**config.mk**
```make
export PLATFORM = sky130hd
export DESIGN_NAME = rv_decode_stage
export DESIGN_NICKNAME = d
export VERILOG_FILES = /design/src/rtl/rv_pkg.sv /design/src/rtl/rv_imm_gen.sv /design/src/rtl/rv_decode_stage.sv
export SDC_FILE = /design/constraint.sdc
export NUM_CORES = 1
export LEC_CHECK = 0
export CAP_MARGIN = 20
export CORE_ASPECT_RATIO = 1.75
export CORE_UTILIZATION = 52
export DETAILED_ROUTE_END_ITERATION = 10
export PLACE_DENSITY = 0.8
export SYNTH_ARGS = -nofsm -noshare
export SYNTH_HDL_FRONTEND = slang
export SYNTH_SLANG_ARGS = --single-unit
```
**constraint.sdc**
```tcl
create_clock -name clk -period 7.85 [get_ports clk]
set_input_delay 1.57 -clock clk [delete_from_list [all_inputs] [get_ports clk]]
set_output_delay 1.57 -clock clk [all_outputs]
set_load 0.05 [all_outputs]
```
**src/rtl/rv_pkg.sv**
```systemverilog
// -----------------------------------------------------------------------------
// rv_pkg
// Shared definitions for the RISC-V decode stage:
//   - fmt_t        : instruction format codes (R/I/S/B/U/J/ILL)
//   - OPC_*        : major opcode constants (ins[6:0])
//   - skid_state_t : occupancy of the output register / skid buffer pair
//   - dec_fields_t : XLEN-independent part of the decoded bundle
// The XLEN-wide members (pc, imm) are added by the stage itself, since a
// package typedef cannot depend on a module parameter.
// -----------------------------------------------------------------------------
package rv_pkg;

    typedef enum logic [2:0] {
        FMT_R   = 3'd0,
        FMT_I   = 3'd1,
        FMT_S   = 3'd2,
        FMT_B   = 3'd3,
        FMT_U   = 3'd4,
        FMT_J   = 3'd5,
        FMT_ILL = 3'd7
    } fmt_t;

    localparam logic [6:0] OPC_OP        = 7'b0110011;
    localparam logic [6:0] OPC_OP_IMM    = 7'b0010011;
    localparam logic [6:0] OPC_LOAD      = 7'b0000011;
    localparam logic [6:0] OPC_STORE     = 7'b0100011;
    localparam logic [6:0] OPC_BRANCH    = 7'b1100011;
    localparam logic [6:0] OPC_LUI       = 7'b0110111;
    localparam logic [6:0] OPC_AUIPC     = 7'b0010111;
    localparam logic [6:0] OPC_JAL       = 7'b1101111;
    localparam logic [6:0] OPC_JALR      = 7'b1100111;
    localparam logic [6:0] OPC_SYSTEM    = 7'b1110011;
    localparam logic [6:0] OPC_MISC_MEM  = 7'b0001111;
    localparam logic [6:0] OPC_OP_32     = 7'b0111011;
    localparam logic [6:0] OPC_OP_IMM_32 = 7'b0011011;

    // EMPTY: nothing held; ONE: output register full; TWO: output + skid full.
    typedef enum logic [1:0] {
        ST_EMPTY = 2'd0,
        ST_ONE   = 2'd1,
        ST_TWO   = 2'd2
    } skid_state_t;

    typedef struct packed {
        logic [6:0] opcode;
        logic [4:0] rd;
        logic [2:0] funct3;
        logic [4:0] rs1;
        logic [4:0] rs2;
        logic [6:0] funct7;
        fmt_t       fmt;
        logic       illegal;
    } dec_fields_t;

endpackage

```
**src/rtl/rv_imm_gen.sv**
```systemverilog
// -----------------------------------------------------------------------------
// rv_imm_gen
// Purely combinational: classifies the instruction format from the opcode,
// flags undecodable instructions and assembles the sign-extended immediate.
// Parameters:
//   XLEN       : 32 or 64, width of the produced immediate
// Ports:
//   i_ins      : raw 32-bit instruction
//   o_fmt      : format code (R=0, I=1, S=2, B=3, U=4, J=5, ILL=7)
//   o_imm      : immediate for o_fmt, sign-extended from ins[31]; 0 for R/ILL
//   o_illegal  : high when the instruction is not decodable
// -----------------------------------------------------------------------------
module rv_imm_gen
    import rv_pkg::*;
#(
    parameter int XLEN = 32
) (
    input  logic [31:0]     i_ins,
    output logic [2:0]      o_fmt,
    output logic [XLEN-1:0] o_imm,
    output logic            o_illegal
);

    logic [6:0] w_opcode;
    logic       w_sign;
    fmt_t       w_fmt;
    logic [XLEN-1:0] w_imm;

    assign w_opcode = i_ins[6:0];
    assign w_sign   = i_ins[31];

    // Format detection. The *_32 opcodes only exist on RV64.
    always_comb begin
        w_fmt = FMT_ILL;
        if (i_ins[1:0] == 2'b11) begin
            case (w_opcode)
                OPC_OP:        w_fmt = FMT_R;
                OPC_OP_IMM,
                OPC_LOAD,
                OPC_JALR,
                OPC_SYSTEM,
                OPC_MISC_MEM:  w_fmt = FMT_I;
                OPC_STORE:     w_fmt = FMT_S;
                OPC_BRANCH:    w_fmt = FMT_B;
                OPC_LUI,
                OPC_AUIPC:     w_fmt = FMT_U;
                OPC_JAL:       w_fmt = FMT_J;
                OPC_OP_IMM_32: w_fmt = (XLEN == 64) ? FMT_I : FMT_ILL;
                OPC_OP_32:     w_fmt = (XLEN == 64) ? FMT_R : FMT_ILL;
                default:       w_fmt = FMT_ILL;
            endcase
        end
    end

    // Immediate assembly. ins[31] is both the top payload bit and the sign,
    // so each pattern replicates it and then appends the remaining bits;
    // the replication counts stay >= 1 for XLEN=32.
    always_comb begin
        w_imm = '0;
        case (w_fmt)
            FMT_I: w_imm = {{(XLEN-11){w_sign}}, i_ins[30:20]};
            FMT_S: w_imm = {{(XLEN-11){w_sign}}, i_ins[30:25], i_ins[11:7]};
            FMT_B: w_imm = {{(XLEN-12){w_sign}}, i_ins[7], i_ins[30:25],
                            i_ins[11:8], 1'b0};
            FMT_U: w_imm = {{(XLEN-31){w_sign}}, i_ins[30:12], 12'b0};
            FMT_J: w_imm = {{(XLEN-20){w_sign}}, i_ins[19:12], i_ins[20],
                            i_ins[30:21], 1'b0};
            default: w_imm = '0;
        endcase
    end

    assign o_fmt     = w_fmt;
    assign o_imm     = w_imm;
    assign o_illegal = (w_fmt == FMT_ILL);

endmodule

```
**src/rtl/rv_decode_stage.sv**
```systemverilog
// -----------------------------------------------------------------------------
// rv_decode_stage
// Registered RISC-V decode stage between fetch and register read, with
// valid/ready handshakes on both sides. Decode happens combinationally on
// in_ins; the decoded bundle (fields, format, immediate, pc) is registered.
// Parameters:
//   XLEN : 32 or 64, width of pc and immediate
//   SKID : 0 = single output register, in_ready combinational
//          1 = output register + skid entry, in_ready from a flop
// Ports:
//   clk, rst             : clock, asynchronous active-high reset
//   in_valid / in_ready  : upstream handshake
//   in_ins, in_pc        : raw instruction and its address
//   out_valid / out_ready: downstream handshake
//   out_pc               : registered pc
//   out_opcode..funct7   : raw instruction fields, passed through unmodified
//   out_fmt, out_imm     : format code and sign-extended immediate
//   out_illegal          : instruction not decodable
// -----------------------------------------------------------------------------
module rv_decode_stage
    import rv_pkg::*;
#(
    parameter int XLEN = 32,
    parameter int SKID = 1
) (
    input  logic            clk,
    input  logic            rst,
    input  logic            in_valid,
    output logic            in_ready,
    input  logic [31:0]     in_ins,
    input  logic [XLEN-1:0] in_pc,
    output logic            out_valid,
    input  logic            out_ready,
    output logic [XLEN-1:0] out_pc,
    output logic [6:0]      out_opcode,
    output logic [4:0]      out_rd,
    output logic [2:0]      out_funct3,
    output logic [4:0]      out_rs1,
    output logic [4:0]      out_rs2,
    output logic [6:0]      out_funct7,
    output logic [2:0]      out_fmt,
    output logic [XLEN-1:0] out_imm,
    output logic            out_illegal
);

    typedef struct packed {
        logic [XLEN-1:0] pc;
        logic [XLEN-1:0] imm;
        dec_fields_t     f;
    } bundle_t;

    logic [2:0]      w_fmt;
    logic [XLEN-1:0] w_imm;
    logic            w_illegal;
    bundle_t         w_dec;
    bundle_t         w_out;
    logic            w_out_valid;
    logic            w_in_ready;

    rv_imm_gen #(
        .XLEN (XLEN)
    ) u_imm_gen (
        .i_ins     (in_ins),
        .o_fmt     (w_fmt),
        .o_imm     (w_imm),
        .o_illegal (w_illegal)
    );

    always_comb begin
        w_dec           = '0;
        w_dec.pc        = in_pc;
        w_dec.imm       = w_imm;
        w_dec.f.opcode  = in_ins[6:0];
        w_dec.f.rd      = in_ins[11:7];
        w_dec.f.funct3  = in_ins[14:12];
        w_dec.f.rs1     = in_ins[19:15];
        w_dec.f.rs2     = in_ins[24:20];
        w_dec.f.funct7  = in_ins[31:25];
        w_dec.f.fmt     = fmt_t'(w_fmt);
        w_dec.f.illegal = w_illegal;
    end

    if (SKID == 0) begin : g_single
        bundle_t r_out;
        logic    r_out_valid;
        logic    w_in_xfer;

        // Gated by rst so nothing is accepted while the stage is held in reset.
        assign w_in_ready = !rst && (!r_out_valid || out_ready);
        assign w_in_xfer  = in_valid && w_in_ready;

        always_ff @(posedge clk or posedge rst) begin
            if (rst) begin
                r_out       <= '0;
                r_out_valid <= 1'b0;
            end else if (w_in_xfer) begin
                r_out       <= w_dec;
                r_out_valid <= 1'b1;
            end else if (out_ready) begin
                r_out_valid <= 1'b0;
            end
        end

        assign w_out       = r_out;
        assign w_out_valid = r_out_valid;
    end else begin : g_skid
        skid_state_t r_state;
        skid_state_t w_state_next;
        bundle_t     r_out;
        bundle_t     r_skid;
        logic        r_in_ready;
        logic        w_in_xfer;
        logic        w_out_xfer;
        logic        w_load_from_in;
        logic        w_load_from_skid;
        logic        w_load_skid;

        // r_in_ready resets to 1 so the first edge after release can accept;
        // the rst gate keeps in_ready low for the whole reset interval.
        assign w_in_ready = r_in_ready && !rst;
        assign w_in_xfer  = in_valid && w_in_ready;
        assign w_out_xfer = (r_state != ST_EMPTY) && out_ready;

        // State register
        always_ff @(posedge clk or posedge rst) begin
            if (rst) begin
                r_state <= ST_EMPTY;
            end else begin
                r_state <= w_state_next;
            end
        end

        // Next-state logic
        always_comb begin
            w_state_next = r_state;
            case (r_state)
                ST_EMPTY: begin
                    if (w_in_xfer) w_state_next = ST_ONE;
                end
                ST_ONE: begin
                    if (w_in_xfer && !w_out_xfer)      w_state_next = ST_TWO;
                    else if (!w_in_xfer && w_out_xfer) w_state_next = ST_EMPTY;
                end
                ST_TWO: begin
                    if (w_out_xfer) w_state_next = ST_ONE;
                end
                default: w_state_next = ST_EMPTY;
            endcase
        end

        // Output logic: datapath load enables per state
        always_comb begin
            w_load_from_in   = 1'b0;
            w_load_from_skid = 1'b0;
            w_load_skid      = 1'b0;
            case (r_state)
                ST_EMPTY: w_load_from_in = w_in_xfer;
                ST_ONE: begin
                    // A stalled output keeps its bundle; the newcomer parks in the skid.
                    w_load_from_in = w_in_xfer && w_out_xfer;
                    w_load_skid    = w_in_xfer && !w_out_xfer;
                end
                ST_TWO:   w_load_from_skid = w_out_xfer;
                default: begin
                    w_load_from_in   = 1'b0;
                    w_load_from_skid = 1'b0;
                    w_load_skid      = 1'b0;
                end
            endcase
        end

        always_ff @(posedge clk or posedge rst) begin
            if (rst) begin
                r_out      <= '0;
                r_skid     <= '0;
                r_in_ready <= 1'b1;
            end else begin
                r_in_ready <= (w_state_next != ST_TWO);
                if (w_load_from_in) begin
                    r_out <= w_dec;
                end else if (w_load_from_skid) begin
                    r_out <= r_skid;
                end
                if (w_load_skid) begin
                    r_skid <= w_dec;
                end
            end
        end

        assign w_out       = r_out;
        assign w_out_valid = (r_state != ST_EMPTY);
    end

    assign in_ready    = w_in_ready;
    assign out_valid   = w_out_valid;
    assign out_pc      = w_out.pc;
    assign out_imm     = w_out.imm;
    assign out_opcode  = w_out.f.opcode;
    assign out_rd      = w_out.f.rd;
    assign out_funct3  = w_out.f.funct3;
    assign out_rs1     = w_out.f.rs1;
    assign out_rs2     = w_out.f.rs2;
    assign out_funct7  = w_out.f.funct7;
    assign out_fmt     = w_out.f.fmt;
    assign out_illegal = w_out.f.illegal;

endmodule
```
* Word level (Yosys, flattened, before mapping)
Cells that the tools add are included.
** Storage, ports and cells
- Register bits :: 203
- Logic and storage cells :: 70
- Input bits :: 68
** Operators by class
- Reduce and logical (&&, ||, !) cells :: 14
- Equal/unequal tests :: 21
- Mux-type cells :: 13
** Operators by type and width (count)
- $mux W100 :: 2
- $pmux W32 S5 :: 1
- $eq A7 B7 Y1 const B :: 4
- $eq A7 B6 Y1 const B :: 3
- $pmux W3 S6 :: 1
- $eq A7 B5 Y1 const B :: 2
- $eq A3 B3 Y1 const B :: 3
- $mux W2 :: 4
- $eq A7 B2 Y1 const B :: 1
- $eq A7 B4 Y1 const B :: 1
- $eq A3 B2 Y1 const B :: 2
- $logic_and A1 B1 Y1 :: 6
- $pmux W2 S3 :: 1
- $reduce_or A5 Y1 :: 1
- $eq A2 B2 Y1 const B :: 2
- $reduce_bool A2 Y1 :: 2
- $eq A3 B1 Y1 const B :: 1
- $logic_not A1 Y1 :: 3
- $mux W3 :: 1
- $eq A2 B1 Y1 const B :: 1
- $logic_not A2 Y1 :: 1
- $mux W1 :: 2
- $ne A2 B2 Y1 const B :: 1
- $pmux W1 S2 :: 1
- $reduce_or A2 Y1 :: 1

* Logic depth before layout (Yosys ltp)
- Word-level depth :: 9
- Gate-level depth with buffers :: 7
- Gate-level depth less buffers :: 4

* By module
A second synthesis with hierarchy kept.
** Unflattened totals
- Cells, all modules :: 646
- Area total of the unflattened synthesis :: 9902.0 um2
** Modules (own cells, without submodules)
- rv_decode_stage :: cells an instance 551, area each 9270.1 um2, instances 1
- rv_imm_gen :: cells an instance 95, area each 631.9 um2, instances 1

* Worst setup path before layout
No wires, ideal clock.
- Path type :: input port to output port
- From :: in rst
- To :: out in_ready
- Path buffers :: 0
- Slack :: 3958 ps
- Arrival time :: 2322 ps
- Cell stages on the path :: 1
- Data required time :: 6280 ps
- Path through :: nor2b_1
** On the way
- Longest elaborated chain between the ends :: 2
** Ends and longest elaborated chain
- from (decl) :: line rv_decode_stage.sv:27 : input logic rst,
- $logic_not A1 Y1 (no source line)
- $logic_and A1 B1 Y1 :: line rv_decode_stage.sv:120 : assign w_in_ready = r_in_ready && !rst;
- to (decl) :: line rv_decode_stage.sv:29 : output logic in_ready,
No other way between the ends.

* Worst setup path after layout
Ends and elaborated chain as after synthesis.

==> flow_results.org <==
** CTS
- Post-CTS repair changed the size of 0 cells.
- Post-CTS Setup Inserts :: 0
- CTS tree :: yes
- The longest clock path from root to sink contains 3 buffers.
- Clock edge transition at the registers on the reported setup and hold paths :: 0.06 ns
- Root cell of the clock tree :: clkbuf_16
- Skew-Pair Late Insertion Delay :: 0.49 ns
- Maximum level of the CTS H-tree :: 1
- In this run, CTS created clock tree buffers numbering 20.
- Hold_buf cts :: 0
- The clock drives 203 sinks.

** Setup path
- Critical Path Most Common Cell :: clkdlybuf4s50_1
- Of all nets on the critical path, the largest fanout is 4.
- Data on the critical path is required at its endpoint by 6.28 ns.
- Walking the worst path, the cells encountered are clkdlybuf4s50_1 > nor2b_1 > clkdlybuf4s50_1.
- Crit path DAT :: 3.18 ns
- STA classifies the critical path endpoint as an output port.
- Kind of start point of the critical path :: input port
- By startpoint and endpoint, the worst setup path is classified as in2out.
- Maximum cell stage delay along the critical path :: 0.84 ns
- The slowest stage of the critical path is the clkdlybuf4s50_1 cell.

** Global routing
- Maximum number of pins on one net before global-route repair :: 130
- Wire length of the first global-routing pass :: 37.9 mm
- Global routing consumed, over all layers together, 26.9% of the routing resources.
- Via count of the first global-routing pass :: 7515
- The number of antenna violations at the first check in global routing is 0.
- Total gr overflow :: 0

** Timing
- Setup repair after global routing missed its margin :: no
- The total count of max-transition violations in the final report is 0.
- Setup violations remaining at the end of the flow were counted as 0.
- Max-slew headroom :: 24.4%
- Final Hold Viols :: 0
- Worst Max-Slew Pin Slew :: 1.13 ns
- Across the routed clock network, the largest skew measured is 0.00925 ns.
- After layout, the worst path uses 60.5% of the clock period.
- Min Tclk post-route :: 4.75 ns
- Aggregate negative setup slack :: 0 ns
- For this run, the top clock speed supported by timing is 210 MHz.

** Synthesis
- Net Count, Synth :: 1014
- After synthesis, the mean cell area works out to 9.51 µm².
- Synth Area in Simple Gates :: 21.0%
- By area, the combinational part of the netlist is dominated by simple AND/OR/NAND/NOR gates.
- Synthesis inferred 203 register bits.
- Count of different cell masters after synthesis :: 61
- Mux contribution to synthesized area :: 2.73%
- In the synthesized netlist the async set-or-reset flop fraction comes to 100%.
- Summing the areas of all compound-gate instances in the mapped netlist gives 15.8% of the synthesized area.
- Fraction of the mapped netlist area in adder cells :: 0.111%
- For this run, the register share of the synthesized area comes to 56.5%.
- Yosys printed 0 warnings.
- Counting flops with a built-in enable in the synthesized netlist gives 0.
- The most used flip-flop cell after synthesis is dfrtp_1.
- The synthesized netlist occupies a cell area of 8990 µm².
- The synthesized netlist devotes 0% of its cell area to XOR and XNOR gates.
- Synthesized netlist cell count :: 946

** Place
- Routability congestion estimate :: 0.825
- In this run the tool buffered the top-level ports with 169 buffer cells.
- In this run the cell area measured after placement is 10800 µm².
- Total half-perimeter wirelength after legalization and detailed placement :: 14.6 mm

** Final layout
- Leaving out fill and tap cells, the most frequent cell in the layout is nand2_1.
- Highest-count cells in the layout ignoring fill and taps :: nand2_1, dfrtp_1, clkdlybuf4s50_1, a22oi_1, a21oi_1
- Cell area after layout :: 11400 µm²
- Post-Route Utilization :: 67.5%
- Fin nets :: 1148
- Layout-stage area growth over the synthesis result :: 27.1%
- Share of cells above drive strength 1 :: 6.50%
- The number of antenna diodes in the final layout is 0.
- Count of fill cells added during filler insertion :: 1341

** Routing
- DRC violation total after the first TritonRoute iteration :: 603
- The detailed router placed 7449 vias in this run.
- Via/cell ratio :: 5.64
- For this run, the detailed router's first-pass iteration total came to 6.
- The count of nets left with antenna violations once routing finished came out at 0.
- After detailed routing, the number of remaining DRC violations is 0.
- Summed over all layers, the routed wires come to 23.4 mm.
- Average routed wire per standard cell :: 17.7 µm

** Floorplan
- Row count :: 63
- The die covers 17800 µm².
- Measured along the x axis, the die boundary spans 101 µm.
- Num ports :: 170
- After floorplanning, the core was sized to cover 16900 µm².
- For this configuration, the core starts out at a cell density of 53.1%.
- Measured along the y axis, the die boundary spans 176 µm.

** Power and ir drop
- Leakage Power :: 5.40 nW
- The worst-case IR drop observed on VDD is 176 µV.
- Power per Cell Area :: 316 nW/µm²

** Outcome
- Status :: finished clean

** Worst hold path
- The min-delay analysis places its worst path in the category reg2reg.

** Flow run
- Max-cap violations :: 0
[metrics by stage]
step	total power, mW	setup slack [ns]	std cells	hold slack, ns
after floorplan	2.24	0.743	946	0.446
after global placement	2.61	3.11	1285	0.456
after detailed placement	2.65	3.10	1285	0.461
after CTS	3.64	3.09	1320	0.477
after global routing	3.80	3.01	1320	0.490
final	3.61	3.10	1320	0.471
[metal layers]
| layer | part of all wire, % | track usage (%) | wire [µm] | up-vias |
|---|---|---|---|---|
| li1 | - | - | - | 3503 |
| met1 | 39 | 32.7 | 9030 | 3619 |
| met2 | 52 | 48.0 | 12300 | 267 |
| met3 | 5.6 | 3.48 | 1310 | 60 |
| met4 | 3.3 | 10.2 | 778 | 0 |
| met5 | 0 | 0 | 0 | - |
[layout make-up]
cell class | instances | area, µm² | share of cell area, %
flip-flops and latches | 203 | 5080 | 44.4
inverters | 6 | 30.0 | 0.263
clock buffers | 29 | 596 | 5.21
clock inverters | 6 | 82.6 | 0.722
repair buffers | 178 | 1760 | 15.4
well taps | 227 | 284 | 2.48
multi-input cells | 671 | 3600 | 31.5
[power breakdown]
part           leakage [nW]  internal (mW)  switching (mW)
sequential             2.58           1.34           0.160
combinational          2.48          0.382           0.752
clock                 0.332          0.592           0.389
total                  5.40           2.31            1.30
[cell usage after synthesis (2+ instances only)]
master	n	area (µm²)
a31oi_1	4	25.0
nor3_2	2	20.0
mux2i_1	11	110
a211oi_1	2	15.0
mux2_1	4	45.0
a32oi_1	8	70.1
a32o_1	10	100
nand3b_1	2	15.0
o211ai_1	12	90.1
buf_1	4	15.0
nand2_1	377	1420
nor2_1	21	78.8
a21o_1	2	15.0
o31ai_1	2	15.0
buf_6	3	33.8
buf_2	33	165
a221o_1	10	100
o311ai_1	2	17.5
mux2_2	8	90.1
o21ai_0	9	45.0
o21ai_1	10	50.1
inv_1	5	18.8
a21oi_1	35	175
or2_2	3	18.8
a311oi_1	2	17.5
buf_4	4	30.0
o22ai_1	2	12.5
a31o_1	10	87.6
nand2_2	2	12.5
and3b_1	2	17.5
nor3b_1	2	15.0
nand2b_1	5	31.3
nand3_1	15	75.1
or2_1	2	12.5
and2_1	3	18.8
dfrtp_1	202	5050
clkbuf_1	22	82.6
nor2b_1	6	37.5
and3_1	3	18.8
a22oi_1	64	480
[worst paths after layout]
| check | startpoint | endpoint | slack [ns] | cells after the start |
|---|---|---|---|---|
| min in group asynchronous | rst | g_skid.r_skid[3] | 1.70 | 2 |
| worst min register to register | out_rs2[4] | out_rs2[4] | 0.47 | 2 |
| max in group asynchronous | rst | g_skid.r_skid[63] | 4.58 | 3 |
| worst min-delay path | out_rs2[4] | out_rs2[4] | 0.47 | 2 |
| worst max-delay path | rst | in_ready | 3.10 | 3 |
| worst max register to register | g_skid.r_state[0] | out_rs2[0] | 5.35 | 5 |
[kinds of logic (layout without fill, tap and decap cells)]
kind of cell / count (synthesis) / after routing
AND/OR/NAND/NOR: 454 / 454
flip-flops: 203 / 203
adder cells (fa/ha/maj): 1 / 1
AO/OA/AOI/OAI: 193 / 193
buffers and inverters: 72 / 219
multiplexers: 23 / 23
[registers in the layout, summed over array words and instances (netlist names)]
name / flops
out_rs2: 5
out_illegal: 1
g_skid.r_in_ready: 1
out_funct3: 3
g_skid.r_state: 2
out_rd: 5
out_fmt: 3
g_skid.r_skid: 100
out_imm: 32
out_funct7: 7
out_pc: 32
out_opcode: 7
out_rs1: 5
[critical path: cells and delay by family]
family        cells  cell delay (ns)
simple gates      1             0.24
buf+inv           2             1.37
Power figures use the tool's default switching activity.
